$ cat src/rtl/bram_port_arbiter_pkg.sv
// Shared definitions for the frame BRAM port arbiter.
// Holds the write-FSM state encoding, the round-robin pick helper, the
// channel-id width and the read tag record carried through the latency pipe.
package bram_arb_pkg;

    // Write-side FSM: IDLE leaves port A free for reads, WR_BURST reserves it.
    typedef enum logic [0:0] {
        IDLE     = 1'b0,
        WR_BURST = 1'b1
    } arb_state_t;

    // Upper bound on the channel count; sizes the shared helpers and channel ids.
    localparam int unsigned MAX_CH  = 16;
    localparam int unsigned CH_ID_W = $clog2(MAX_CH);

    typedef logic [CH_ID_W-1:0] ch_id_t;

    // Result of a round-robin search.
    typedef struct packed {
        logic   found;
        ch_id_t idx;
    } rr_pick_t;

    // Tag travelling alongside a BRAM read until its data appears.
    typedef struct packed {
        logic   valid;
        ch_id_t ch_id;
    } rd_tag_t;

    // First set bit of req at or after ptr, wrapping at num_ch.
    function automatic rr_pick_t rr_pick(
        input logic [MAX_CH-1:0] req,
        input ch_id_t            ptr,
        input logic [CH_ID_W:0]  num_ch
    );
        rr_pick_t         res;
        logic [CH_ID_W:0] idx;
        res.found = 1'b0;
        res.idx   = '0;
        for (int unsigned i = 0; i < MAX_CH; i++) begin
            idx = {1'b0, ptr} + i[CH_ID_W:0];
            if (idx >= num_ch) begin
                idx = idx - num_ch;
            end else begin
                idx = idx;
            end
            if (!res.found && (i[CH_ID_W:0] < num_ch) && req[idx[CH_ID_W-1:0]]) begin
                res.found = 1'b1;
                res.idx   = idx[CH_ID_W-1:0];
            end else begin
                res = res;
            end
        end
        return res;
    endfunction

    // Channel index following c, wrapping to 0 after num_ch-1.
    function automatic ch_id_t ch_inc(input ch_id_t c, input logic [CH_ID_W:0] num_ch);
        logic [CH_ID_W:0] n;
        n = {1'b0, c} + {{CH_ID_W{1'b0}}, 1'b1};
        if (n >= num_ch) begin
            return '0;
        end else begin
            return n[CH_ID_W-1:0];
        end
    endfunction

endpackage

$ cat src/rtl/bram_port_arbiter_if.sv
// Bus bundle between the BRAM port arbiter and its neighbours.
// Groups the burst write port, the NUM_CH read channels and both BRAM ports.
//   slave  : arbiter view (consumes write/read requests and BRAM read data)
//   master : environment view (acquisition writer, scan channels, BRAM)
interface bram_port_arbiter_if #(
    parameter int ADDR_W = 16,
    parameter int DATA_W = 16,
    parameter int NUM_CH = 3
);
    // Burst writer
    logic                     wr_valid;
    logic                     wr_last;
    logic [ADDR_W-1:0]        wr_addr;
    logic [DATA_W-1:0]        wr_data;
    logic                     wr_busy;
    logic                     wr_done;
    // Read channels, channel i at [i*W +: W]
    logic [NUM_CH-1:0]        rd_req;
    logic [NUM_CH*ADDR_W-1:0] rd_addr;
    logic [NUM_CH-1:0]        rd_gnt;
    logic [NUM_CH-1:0]        rd_valid;
    logic [NUM_CH*DATA_W-1:0] rd_data;
    // BRAM port A (writer or reader) and port B (reader only)
    logic                     ena;
    logic                     wea;
    logic [ADDR_W-1:0]        addra;
    logic [DATA_W-1:0]        dina;
    logic [DATA_W-1:0]        douta;
    logic                     enb;
    logic [ADDR_W-1:0]        addrb;
    logic [DATA_W-1:0]        doutb;

    modport slave (
        input  wr_valid, wr_last, wr_addr, wr_data, rd_req, rd_addr, douta, doutb,
        output wr_busy, wr_done, rd_gnt, rd_valid, rd_data,
               ena, wea, addra, dina, enb, addrb
    );

    modport master (
        output wr_valid, wr_last, wr_addr, wr_data, rd_req, rd_addr, douta, doutb,
        input  wr_busy, wr_done, rd_gnt, rd_valid, rd_data,
               ena, wea, addra, dina, enb, addrb
    );

endinterface

$ cat src/rtl/bram_port_arbiter_rd_tag_pipe.sv
// rd_tag_pipe: shift register of {valid, ch_id} matching the BRAM read latency.
// Ports: clk, rst (sync, active-high, empties the pipe), tag_in (tag issued
// with the read), tag_out (tag aligned with the BRAM dout of that read).
module rd_tag_pipe
    import bram_arb_pkg::*;
#(
    parameter int unsigned DEPTH = 2
) (
    input  logic    clk,
    input  logic    rst,
    input  rd_tag_t tag_in,
    output rd_tag_t tag_out
);

    rd_tag_t pipe_r [DEPTH];

    // Shift the tags one stage per cycle; reset drops every in-flight read.
    always_ff @(posedge clk) begin
        if (rst) begin
            for (int i = 0; i < int'(DEPTH); i++) begin
                pipe_r[i] <= '0;
            end
        end else begin
            pipe_r[0] <= tag_in;
            for (int i = 1; i < int'(DEPTH); i++) begin
                pipe_r[i] <= pipe_r[i-1];
            end
        end
    end

    assign tag_out = pipe_r[DEPTH-1];

endmodule

$ cat src/rtl/bram_port_arbiter.sv
// bram_port_arbiter: shares one true-dual-port frame BRAM between a burst
// writer and NUM_CH read channels.
// Ports:
//   clk, rst : system clock, synchronous active-high reset
//   bus      : slave side of bram_port_arbiter_if
//              - writer: wr_valid/wr_last/wr_addr/wr_data in, wr_busy/wr_done out
//              - readers: rd_req/rd_addr in, rd_gnt (combinational), rd_valid/rd_data out
//              - BRAM: ena/wea/addra/dina/enb/addrb out, douta/doutb in
// Port A goes to the writer on every wr_valid beat and is reserved for the
// whole burst; otherwise it serves reads. Port B only serves reads. Read
// data is steered back by a tag pipe per port; the pipe covers RD_LAT
// stages and the rd_valid/rd_data register is the final stage.
module bram_port_arbiter
    import bram_arb_pkg::*;
#(
    parameter int unsigned ADDR_W = 16,
    parameter int unsigned DATA_W = 16,
    parameter int unsigned NUM_CH = 3,
    parameter int unsigned RD_LAT = 2
) (
    input  logic               clk,
    input  logic               rst,
    bram_port_arbiter_if.slave bus
);

    localparam logic [CH_ID_W:0] NUM_CH_L = (CH_ID_W+1)'(NUM_CH);

    arb_state_t               state_r;
    arb_state_t               state_nxt_s;
    ch_id_t                   rr_ptr_r;
    ch_id_t                   rr_ptr_nxt_s;
    logic [MAX_CH-1:0]        req_ext_s;
    logic [MAX_CH-1:0]        req_a_ext_s;
    rr_pick_t                 pick_b_s;
    rr_pick_t                 pick_a_s;
    ch_id_t                   start_a_s;
    logic                     porta_free_s;
    logic [NUM_CH-1:0]        gnt_a_s;
    logic [NUM_CH-1:0]        gnt_b_s;
    logic [ADDR_W-1:0]        addr_a_rd_s;
    logic [ADDR_W-1:0]        addr_b_rd_s;
    rd_tag_t                  tag_a_in_s;
    rd_tag_t                  tag_b_in_s;
    rd_tag_t                  tag_a_out_s;
    rd_tag_t                  tag_b_out_s;
    logic                     wr_busy_r;
    logic                     wr_done_r;
    logic                     wr_done_nxt_s;
    logic [NUM_CH-1:0]        rd_valid_r;
    logic [NUM_CH-1:0]        rd_valid_nxt_s;
    logic [NUM_CH*DATA_W-1:0] rd_data_r;
    logic [NUM_CH*DATA_W-1:0] rd_data_nxt_s;

    // Round-robin grant: port B takes the first requester from rr_ptr, port A
    // the next distinct requester after B's pick, and only when the writer is
    // neither active nor holding an open burst.
    always_comb begin
        req_ext_s               = '0;
        req_ext_s[NUM_CH-1:0]   = bus.rd_req;
        porta_free_s            = (state_r == IDLE) && !bus.wr_valid;
        pick_b_s                = rr_pick(req_ext_s, rr_ptr_r, NUM_CH_L);
        start_a_s               = ch_inc(pick_b_s.idx, NUM_CH_L);
        req_a_ext_s             = req_ext_s;
        req_a_ext_s[pick_b_s.idx] = 1'b0;
        pick_a_s                = rr_pick(req_a_ext_s, start_a_s, NUM_CH_L);
        for (int i = 0; i < int'(NUM_CH); i++) begin
            gnt_b_s[i] = !rst && pick_b_s.found && (pick_b_s.idx == ch_id_t'(i));
            gnt_a_s[i] = !rst && porta_free_s && pick_b_s.found && pick_a_s.found &&
                         (pick_a_s.idx == ch_id_t'(i));
        end
    end

    // Pointer moves past the last channel granted this cycle (A's pick follows B's).
    always_comb begin
        if (gnt_a_s != '0) begin
            rr_ptr_nxt_s = ch_inc(pick_a_s.idx, NUM_CH_L);
        end else if (gnt_b_s != '0) begin
            rr_ptr_nxt_s = ch_inc(pick_b_s.idx, NUM_CH_L);
        end else begin
            rr_ptr_nxt_s = rr_ptr_r;
        end
    end

    // Select each port's read address from the granted channel.
    always_comb begin
        addr_a_rd_s = '0;
        addr_b_rd_s = '0;
        for (int i = 0; i < int'(NUM_CH); i++) begin
            addr_a_rd_s = addr_a_rd_s |
                          ({ADDR_W{pick_a_s.idx == ch_id_t'(i)}} & bus.rd_addr[i*ADDR_W +: ADDR_W]);
            addr_b_rd_s = addr_b_rd_s |
                          ({ADDR_W{pick_b_s.idx == ch_id_t'(i)}} & bus.rd_addr[i*ADDR_W +: ADDR_W]);
        end
    end

    // FSM state register.
    always_ff @(posedge clk) begin
        if (rst) begin
            state_r <= IDLE;
        end else begin
            state_r <= state_nxt_s;
        end
    end

    // FSM next state: a burst opens on a non-final beat and closes on wr_last;
    // a lone wr_last beat in IDLE never leaves IDLE.
    always_comb begin
        case (state_r)
            IDLE: begin
                if (bus.wr_valid && !bus.wr_last) begin
                    state_nxt_s = WR_BURST;
                end else begin
                    state_nxt_s = IDLE;
                end
            end
            WR_BURST: begin
                if (bus.wr_valid && bus.wr_last) begin
                    state_nxt_s = IDLE;
                end else begin
                    state_nxt_s = WR_BURST;
                end
            end
            default: state_nxt_s = IDLE;
        endcase
    end

    // FSM outputs: port A drive and the done strobe for the next cycle.
    always_comb begin
        bus.dina      = bus.wr_data;
        wr_done_nxt_s = bus.wr_valid && bus.wr_last;
        if (rst) begin
            bus.ena   = 1'b0;
            bus.wea   = 1'b0;
            bus.addra = '0;
        end else if (bus.wr_valid) begin
            bus.ena   = 1'b1;
            bus.wea   = 1'b1;
            bus.addra = bus.wr_addr;
        end else if (gnt_a_s != '0) begin
            bus.ena   = 1'b1;
            bus.wea   = 1'b0;
            bus.addra = addr_a_rd_s;
        end else begin
            bus.ena   = 1'b0;
            bus.wea   = 1'b0;
            bus.addra = '0;
        end
    end

    // Writer status flags and round-robin pointer.
    always_ff @(posedge clk) begin
        if (rst) begin
            wr_busy_r <= 1'b0;
            wr_done_r <= 1'b0;
            rr_ptr_r  <= '0;
        end else begin
            wr_busy_r <= (state_nxt_s == WR_BURST);
            wr_done_r <= wr_done_nxt_s;
            rr_ptr_r  <= rr_ptr_nxt_s;
        end
    end

    assign tag_a_in_s.valid = (gnt_a_s != '0);
    assign tag_a_in_s.ch_id = pick_a_s.idx;
    assign tag_b_in_s.valid = (gnt_b_s != '0);
    assign tag_b_in_s.ch_id = pick_b_s.idx;

    rd_tag_pipe #(.DEPTH(RD_LAT)) u_tag_pipe_a (
        .clk     (clk),
        .rst     (rst),
        .tag_in  (tag_a_in_s),
        .tag_out (tag_a_out_s)
    );

    rd_tag_pipe #(.DEPTH(RD_LAT)) u_tag_pipe_b (
        .clk     (clk),
        .rst     (rst),
        .tag_in  (tag_b_in_s),
        .tag_out (tag_b_out_s)
    );

    // Route each port's dout to the channel named by its exiting tag; the two
    // ports never carry the same channel in one cycle.
    always_comb begin
        rd_valid_nxt_s = '0;
        rd_data_nxt_s  = rd_data_r;
        for (int i = 0; i < int'(NUM_CH); i++) begin
            if (tag_b_out_s.valid && (tag_b_out_s.ch_id == ch_id_t'(i))) begin
                rd_valid_nxt_s[i]                = 1'b1;
                rd_data_nxt_s[i*DATA_W +: DATA_W] = bus.doutb;
            end else if (tag_a_out_s.valid && (tag_a_out_s.ch_id == ch_id_t'(i))) begin
                rd_valid_nxt_s[i]                = 1'b1;
                rd_data_nxt_s[i*DATA_W +: DATA_W] = bus.douta;
            end else begin
                rd_valid_nxt_s[i] = 1'b0;
            end
        end
    end

    // Read return registers; data holds between valid strobes.
    always_ff @(posedge clk) begin
        if (rst) begin
            rd_valid_r <= '0;
            rd_data_r  <= '0;
        end else begin
            rd_valid_r <= rd_valid_nxt_s;
            rd_data_r  <= rd_data_nxt_s;
        end
    end

    assign bus.enb      = (gnt_b_s != '0);
    assign bus.addrb    = addr_b_rd_s;
    assign bus.rd_gnt   = gnt_a_s | gnt_b_s;
    assign bus.rd_valid = rd_valid_r;
    assign bus.rd_data  = rd_data_r;
    assign bus.wr_busy  = wr_busy_r;
    assign bus.wr_done  = wr_done_r;

endmodule

$ cat src/flat_wrapper.sv
// flat-port wrapper written by rule: the top's interface ports become plain ports
module bram_port_arbiter_flat import bram_arb_pkg::*;
#(
    parameter int unsigned ADDR_W = 16,
    parameter int unsigned DATA_W = 16,
    parameter int unsigned NUM_CH = 3,
    parameter int unsigned RD_LAT = 2
)
  (clk, rst, bus_wr_valid, bus_wr_last, bus_wr_addr, bus_wr_data, bus_rd_req, bus_rd_addr, bus_douta, bus_doutb, bus_wr_busy, bus_wr_done, bus_rd_gnt, bus_rd_valid, bus_rd_data, bus_ena, bus_wea, bus_addra, bus_dina, bus_enb, bus_addrb);
  bram_port_arbiter_if #(.ADDR_W(ADDR_W), .DATA_W(DATA_W), .NUM_CH(NUM_CH)) bus_i ();
  input  logic clk;
  input  logic rst;
  input wire logic [$bits(bus_i.wr_valid)-1:0] bus_wr_valid;
  input wire logic [$bits(bus_i.wr_last)-1:0] bus_wr_last;
  input wire logic [$bits(bus_i.wr_addr)-1:0] bus_wr_addr;
  input wire logic [$bits(bus_i.wr_data)-1:0] bus_wr_data;
  input wire logic [$bits(bus_i.rd_req)-1:0] bus_rd_req;
  input wire logic [$bits(bus_i.rd_addr)-1:0] bus_rd_addr;
  input wire logic [$bits(bus_i.douta)-1:0] bus_douta;
  input wire logic [$bits(bus_i.doutb)-1:0] bus_doutb;
  output wire logic [$bits(bus_i.wr_busy)-1:0] bus_wr_busy;
  output wire logic [$bits(bus_i.wr_done)-1:0] bus_wr_done;
  output wire logic [$bits(bus_i.rd_gnt)-1:0] bus_rd_gnt;
  output wire logic [$bits(bus_i.rd_valid)-1:0] bus_rd_valid;
  output wire logic [$bits(bus_i.rd_data)-1:0] bus_rd_data;
  output wire logic [$bits(bus_i.ena)-1:0] bus_ena;
  output wire logic [$bits(bus_i.wea)-1:0] bus_wea;
  output wire logic [$bits(bus_i.addra)-1:0] bus_addra;
  output wire logic [$bits(bus_i.dina)-1:0] bus_dina;
  output wire logic [$bits(bus_i.enb)-1:0] bus_enb;
  output wire logic [$bits(bus_i.addrb)-1:0] bus_addrb;
  assign bus_i.wr_valid = bus_wr_valid;
  assign bus_i.wr_last = bus_wr_last;
  assign bus_i.wr_addr = bus_wr_addr;
  assign bus_i.wr_data = bus_wr_data;
  assign bus_i.rd_req = bus_rd_req;
  assign bus_i.rd_addr = bus_rd_addr;
  assign bus_i.douta = bus_douta;
  assign bus_i.doutb = bus_doutb;
  assign bus_wr_busy = bus_i.wr_busy;
  assign bus_wr_done = bus_i.wr_done;
  assign bus_rd_gnt = bus_i.rd_gnt;
  assign bus_rd_valid = bus_i.rd_valid;
  assign bus_rd_data = bus_i.rd_data;
  assign bus_ena = bus_i.ena;
  assign bus_wea = bus_i.wea;
  assign bus_addra = bus_i.addra;
  assign bus_dina = bus_i.dina;
  assign bus_enb = bus_i.enb;
  assign bus_addrb = bus_i.addrb;
  bram_port_arbiter #(.ADDR_W(ADDR_W), .DATA_W(DATA_W), .NUM_CH(NUM_CH), .RD_LAT(RD_LAT)) u_core (.clk(clk), .rst(rst), .bus(bus_i));
endmodule
$ cat config.mk
export PLATFORM = sky130hd
export DESIGN_NAME = bram_port_arbiter_flat
export DESIGN_NICKNAME = d
export VERILOG_FILES = /design/src/rtl/bram_port_arbiter_pkg.sv /design/src/rtl/bram_port_arbiter_if.sv /design/src/rtl/bram_port_arbiter_rd_tag_pipe.sv /design/src/rtl/bram_port_arbiter.sv /design/src/flat_wrapper.sv
export SDC_FILE = /design/constraint.sdc
export NUM_CORES = 1
export LEC_CHECK = 0
export BUFFER_PORTS_ARGS = -buffer_cell sky130_fd_sc_hd__buf_4
export CAP_MARGIN = 20
export CORE_AREA = 4 4 157 83
export CTS_CLUSTER_DIAMETER = 40
export DETAILED_ROUTE_END_ITERATION = 6
export DIE_AREA = 0 0 161 87
export PLACE_DENSITY = 0.78
export REMOVE_ABC_BUFFERS = 1
export SETUP_SLACK_MARGIN = 0.5
export SKIP_CTS_REPAIR_TIMING = 1
export SYNTH_ARGS = -nofsm -noshare
export SYNTH_HDL_FRONTEND = slang
export SYNTH_SLANG_ARGS = --single-unit
$ cat constraint.sdc
create_clock -name clk -period 16.7 [get_ports clk]
set_clock_uncertainty 0.05 [all_clocks]
set_input_delay 1.67 -clock clk [delete_from_list [all_inputs] [get_ports clk]]
set_output_delay 1.67 -clock clk [all_outputs]
set_load 0.05 [all_outputs]
Yosys cells after proc, flatten, opt, wreduce, memory -nomap -nowiden
Memory sizes are Yosys's and may differ from the RTL's. Cells that the tools add are included.

Flip-flop bits (word level): 57. Bits in writable memories: 20. Input port bits: 119. Output and inout bits: 107. Logic and storage cells: 164. Memories kept: 2.

Memories: u_core.u_tag_pipe_a.pipe_r (depth 2, bits a word 5, rd ports 2, clocked after memory_dff 0, write ports 2, RTL line bram_port_arbiter_rd_tag_pipe.sv:15) `rd_tag_t pipe_r [DEPTH];`; u_core.u_tag_pipe_b.pipe_r (depth 2, bits a word 5, rd ports 2, clocked after memory_dff 0, write ports 2, RTL line bram_port_arbiter_rd_tag_pipe.sv:15).

$add $sub $neg: 12. $lt $le $gt $ge: 16. Equality and inequality tests: 8. Muxes and demuxes: 60. Bitwise logic cells: 18. Reductions and logical operators: 41.

Operator list (count): 2-to-1 mux 16 bit (9); AND 16 bit (6); bitwise OR 16 bit (4); 2-to-1 mux 5 bit (10); 2-to-1 mux 4 bit (10); < comparator 4 x 5 -> 1 bit (second input constant) (7); >= comparator 5 x 2 -> 1 bit (second input constant) (6); binary-select mux 1 bit (select 4 bit) (6); logical AND 1 bit (24); subtractor 4 x 2 -> 4 bit (second input constant) (6); 2-to-1 mux 1 bit (23); adder 4 x 1 -> 5 bit (second input constant) (4); AND 3 x 16 -> 16 bit (1); equality test 4 x 1 -> 1 bit (second input constant) (4); equality test 4 x 2 -> 1 bit (second input constant) (4); logical NOT 4 bit (4); inverter 16 bit (1); adder 4 x 2 -> 5 bit (second input constant) (2); >= comparator 4 x 2 -> 1 bit (second input constant) (2); nonzero test 2 bit (4); logical NOT 1 bit (7); nonzero test 3 bit (2); demux 1 bit (select 4 bit) (1); >= comparator 4 x 1 -> 1 bit (second input constant) (1); other kinds (4) (7).

Depth between registers and ports, before layout
Word-level depth: 33. Gate-level depth with buffers: 37.

Hierarchy
Synthesis repeated with hierarchy kept, for this count alone.

Cells, all modules: 605. Area total of the unflattened synthesis: 5233.8 um^2.

Modules (own cells, without submodules): bram_port_arbiter (times used 1, cells an instance 555, area an instance 4633.2 um^2); rd_tag_pipe (times used 2, cells an instance 25, area an instance 300.3 um^2).

Worst setup path after synthesis
OpenSTA, ideal clock, no wires.

Path type: input to output. From: input bus_rd_req[1]. To: output bus_addra[11]. Arrival time: 8719 ps. Path slack: 6261 ps. Stages on the path: 25. Buffers on the path: 2. Path through: clkbuf_1 nand2_1 mux4_2 nor2_1 a31oi_1 a21boi_0 inv_1 ha_1 or3_1 a311o_1 o21ai_1 ha_1 inv_1 or2_2 and2_1 o21ai_1 a21oi_1 a2111oi_4 o32ai_1 mux2i_4 ha_1 clkbuf_1 o311a_1 o31ai_4 o21ai_0.

RTL lines: start: declaration (RTL line flat_wrapper.sv:17) `input wire logic [$bits(bus_i.rd_req)-1:0] bus_rd_req;`; end: declaration (RTL line flat_wrapper.sv:28) `output wire logic [$bits(bus_i.addra)-1:0] bus_addra;`.

==> metrics.yaml <==
fin_crit_ns: 11.64
cts.root.buffer_cell: "clkbuf_16"
end_kind: "output pin"
wl_um: 17800
synth.distinct_cells: 75
multiInputGateArea_um2: 3420
first_pass_iters: 7
syn_inst: 655
crit_buf_inv: 6
required_ns: 14.98
ys_seq_area_share_pct: 28.6
nets: 942
crit_type: "flip-flop to output pin"
finalCritPeriodShare_pct: 69.7
synth-edff-count: 0
synth-async-reset-ratio_pct: 0
grt_first_pass_wirelength_um: 27200
regArea_um2: 1540
ctsLongestPathBuffers: 2
hold_class: "flip-flop to flip-flop"
crit_cells: 33
drt_iter0_drc: 590
startpoint_type: "flip-flop"
ff2ff_path_depth: 32
initial_core_util_pct: 46.4
finalSetupTns_ns: 0
std_cell_rows: 28
setup_viol: 0
grt_usage_pct: 23.5
tritoncts: "yes"
clk_latency_ns: 0.33
h-tree-depth: 3
antenna_cells: 0
violations: "design-rule violations"
cpMaxStageDelayCell: "o21ai_1"
nFillCells: 1060
worstMarginPinSlew_ns: 1.07
dominantRegCellSynth: "dfxtp_1"
grt_max_degree: 74
fmax_ghz: 0.0859
grt-ovfl-total: 0
outcome: "finished, violations left"
dp_hpwl_um: 13000
die_x_um: 161
cts.sinks: 77
dieArea_um2: 14000
layout_setup_ws_ns: 5.06
postRouteAntennaNets: 0
worstPathArrival_ns: 9.92
pre_cts_ws_ns: 5.35
drc: 10
placed_cells: 956
via_count: 5769
hold_depth: 1
rsz0062_at_grt: "false"
path_delay_family: "compound AO/OA/AOI/OAI gates"
yosys_warnings: 0
die_height_um: 87
core_area_um2: 11600
worst-path-max-fanout: 24
syn_to_final_growth_pct: 31.6
yosys_register_bits: 77
cts_buffers: 9
fin_cells: 973
grt_pass1_vias: 5298
vias_per_cell: 5.93
finalMaxSlewViolations: 0
finalHoldViolCount: 0
cp_common_cell: "ha_1"
portBuffers: 193
ios: 226
avgSynthCellArea_um2: 8.23
synth.cell_area_um2: 5390
cap_violations: 0
clk_pin_slew_worst_paths_ns: 0.06
antenna_found_initial: 0
gp_congestion: 0.921
layout-drive-gt1-share_pct: 29.1
wl_per_cell_um: 18.3
max_slew_margin_pct: 28.2
cp_slowest_stage_delay_ns: 0.62
==> synth_stat cells, types with 3 or more instances <==
library cell	n	area share, %
nor2_1	84	5.8
dfxtp_1	77	29
mux2i_1	57	11
a211oi_1	53	7.4
clkbuf_1	37	2.6
nand2_1	34	2.4
a222oi_1	32	5.9
inv_1	29	2.0
ha_1	20	4.6
a21oi_1	18	1.7
o21ai_0	17	1.6
buf_4	16	2.2
nor2b_1	16	1.9
nor3_1	15	1.4
o21ai_1	15	1.4
buf_1	7	0.49
buf_2	7	0.65
o211ai_1	7	0.97
or3_1	7	0.81
a22o_1	5	0.81
and2_1	5	0.58
nand2b_1	5	0.58
nand3_1	4	0.37
nor4_1	4	0.46
o311a_1	4	0.74
o32ai_1	4	0.65
a311o_1	3	0.56
a31oi_1	3	0.35
nand3b_1	3	0.42
o21a_1	3	0.42
or2_2	3	0.35
xnor2_1	3	0.49
==> metrics by stage <==
stage / util (%) / area (um^2) / hold WS (ns)
floorplan: - / 5080 / 0.364
global placement: 58.3 / 6790 / 0.367
detailed placement: 58.3 / 6790 / 0.370
CTS: 60.8 / 7070 / 0.380
global route: 61.0 / 7100 / 0.396
finish: 61.0 / 7100 / 0.379
==> worst reg2reg max path: cells and delay by family, from the launching register on <==
kind / cells / cell delay (ns)
flops: 1 / 0.31
compound gates: 12 / 3.70
fa+ha+maj: 4 / 2.07
simple gates: 10 / 2.29
mux: 1 / 0.28
buf+inv: 5 / 0.76
==> state kept, by name (all words and copies together) (netlist names), named ones only <==
signal / cells
u_core.u_tag_pipe_b.pipe_r: 10
u_core.rr_ptr_r: 4
u_core.u_tag_pipe_a.pipe_r: 10
u_core.bus.rd_valid: 3
u_core.bus.wr_done: 1
u_core.bus.rd_data: 48
==> placed cells by master, fill, tap and decap left out, drive strengths merged, types with 3 or more instances in the layout <==
cell type	n
o32ai	4
or2	5
clkbuf	9
a222oi	32
o31ai	3
or3	7
ha	20
o211ai	7
and2	5
dfxtp	77
a311o	3
a211oi	53
o21ai	33
xnor2	3
nand3b	3
o21a	3
nor2	84
conb	7
o311a	4
nand2b	5
nor4	5
nor3	16
a22o	5
a21oi	18
a31oi	3
inv	35
nand2	34
buf	200
nor2b	16
nand3	4
mux2i	58
==> worst paths after layout <==
check	startpoint	end	slack [ns]
setup / recovery	u_core.rr_ptr_r[0]	bus_ena	5.06
hold / removal	u_core.u_tag_pipe_b.pipe_r[0][1]	u_core.u_tag_pipe_b.pipe_r[0][6]	0.38
setup reg to reg	u_core.rr_ptr_r[0]	u_core.rr_ptr_r[1]	7.18
hold reg to reg	u_core.u_tag_pipe_b.pipe_r[0][1]	u_core.u_tag_pipe_b.pipe_r[0][6]	0.38
==> per-layer routing <==
metal	wire length (um)	vias up	part of all wire (%)	global-route usage (%)
li1	-	2725	-	-
met5	0	-	0	0
met3	1600	17	9.0	6.29
met1	7670	2716	43	31.2
met2	8360	311	47	38.6
met4	197	0	1.1	5.50
==> cell type report <==
class / instances / share of cell area (%)
Sequential cell: 77 / 21.7
Clock buffer: 9 / 3.17
Multi-Input combinational cell: 483 / 48.2
Timing Repair Buffer: 200 / 21.4
Tap cell: 165 / 2.91
Clock inverter: 7 / 0.811
Inverter: 32 / 1.73
==> cells by family (layout without fill, tap and decap cells) <==
logic type / count (synthesis) / after routing / share of synthesized area, %
fa+ha+maj: 20 / 20 / 4.64
other cells: 2 / 7 / 0.139
compound gates: 190 / 190 / 27.5
flops: 77 / 77 / 28.6
xor+xnor: 5 / 5 / 0.812
mux: 60 / 60 / 11.7
simple gates: 201 / 201 / 18.3
buf+inv: 100 / 248 / 8.42
Power is left out: the tool's default activity adds up to more than one toggle a clock period on the data nets, which glitch-free logic cannot reach.
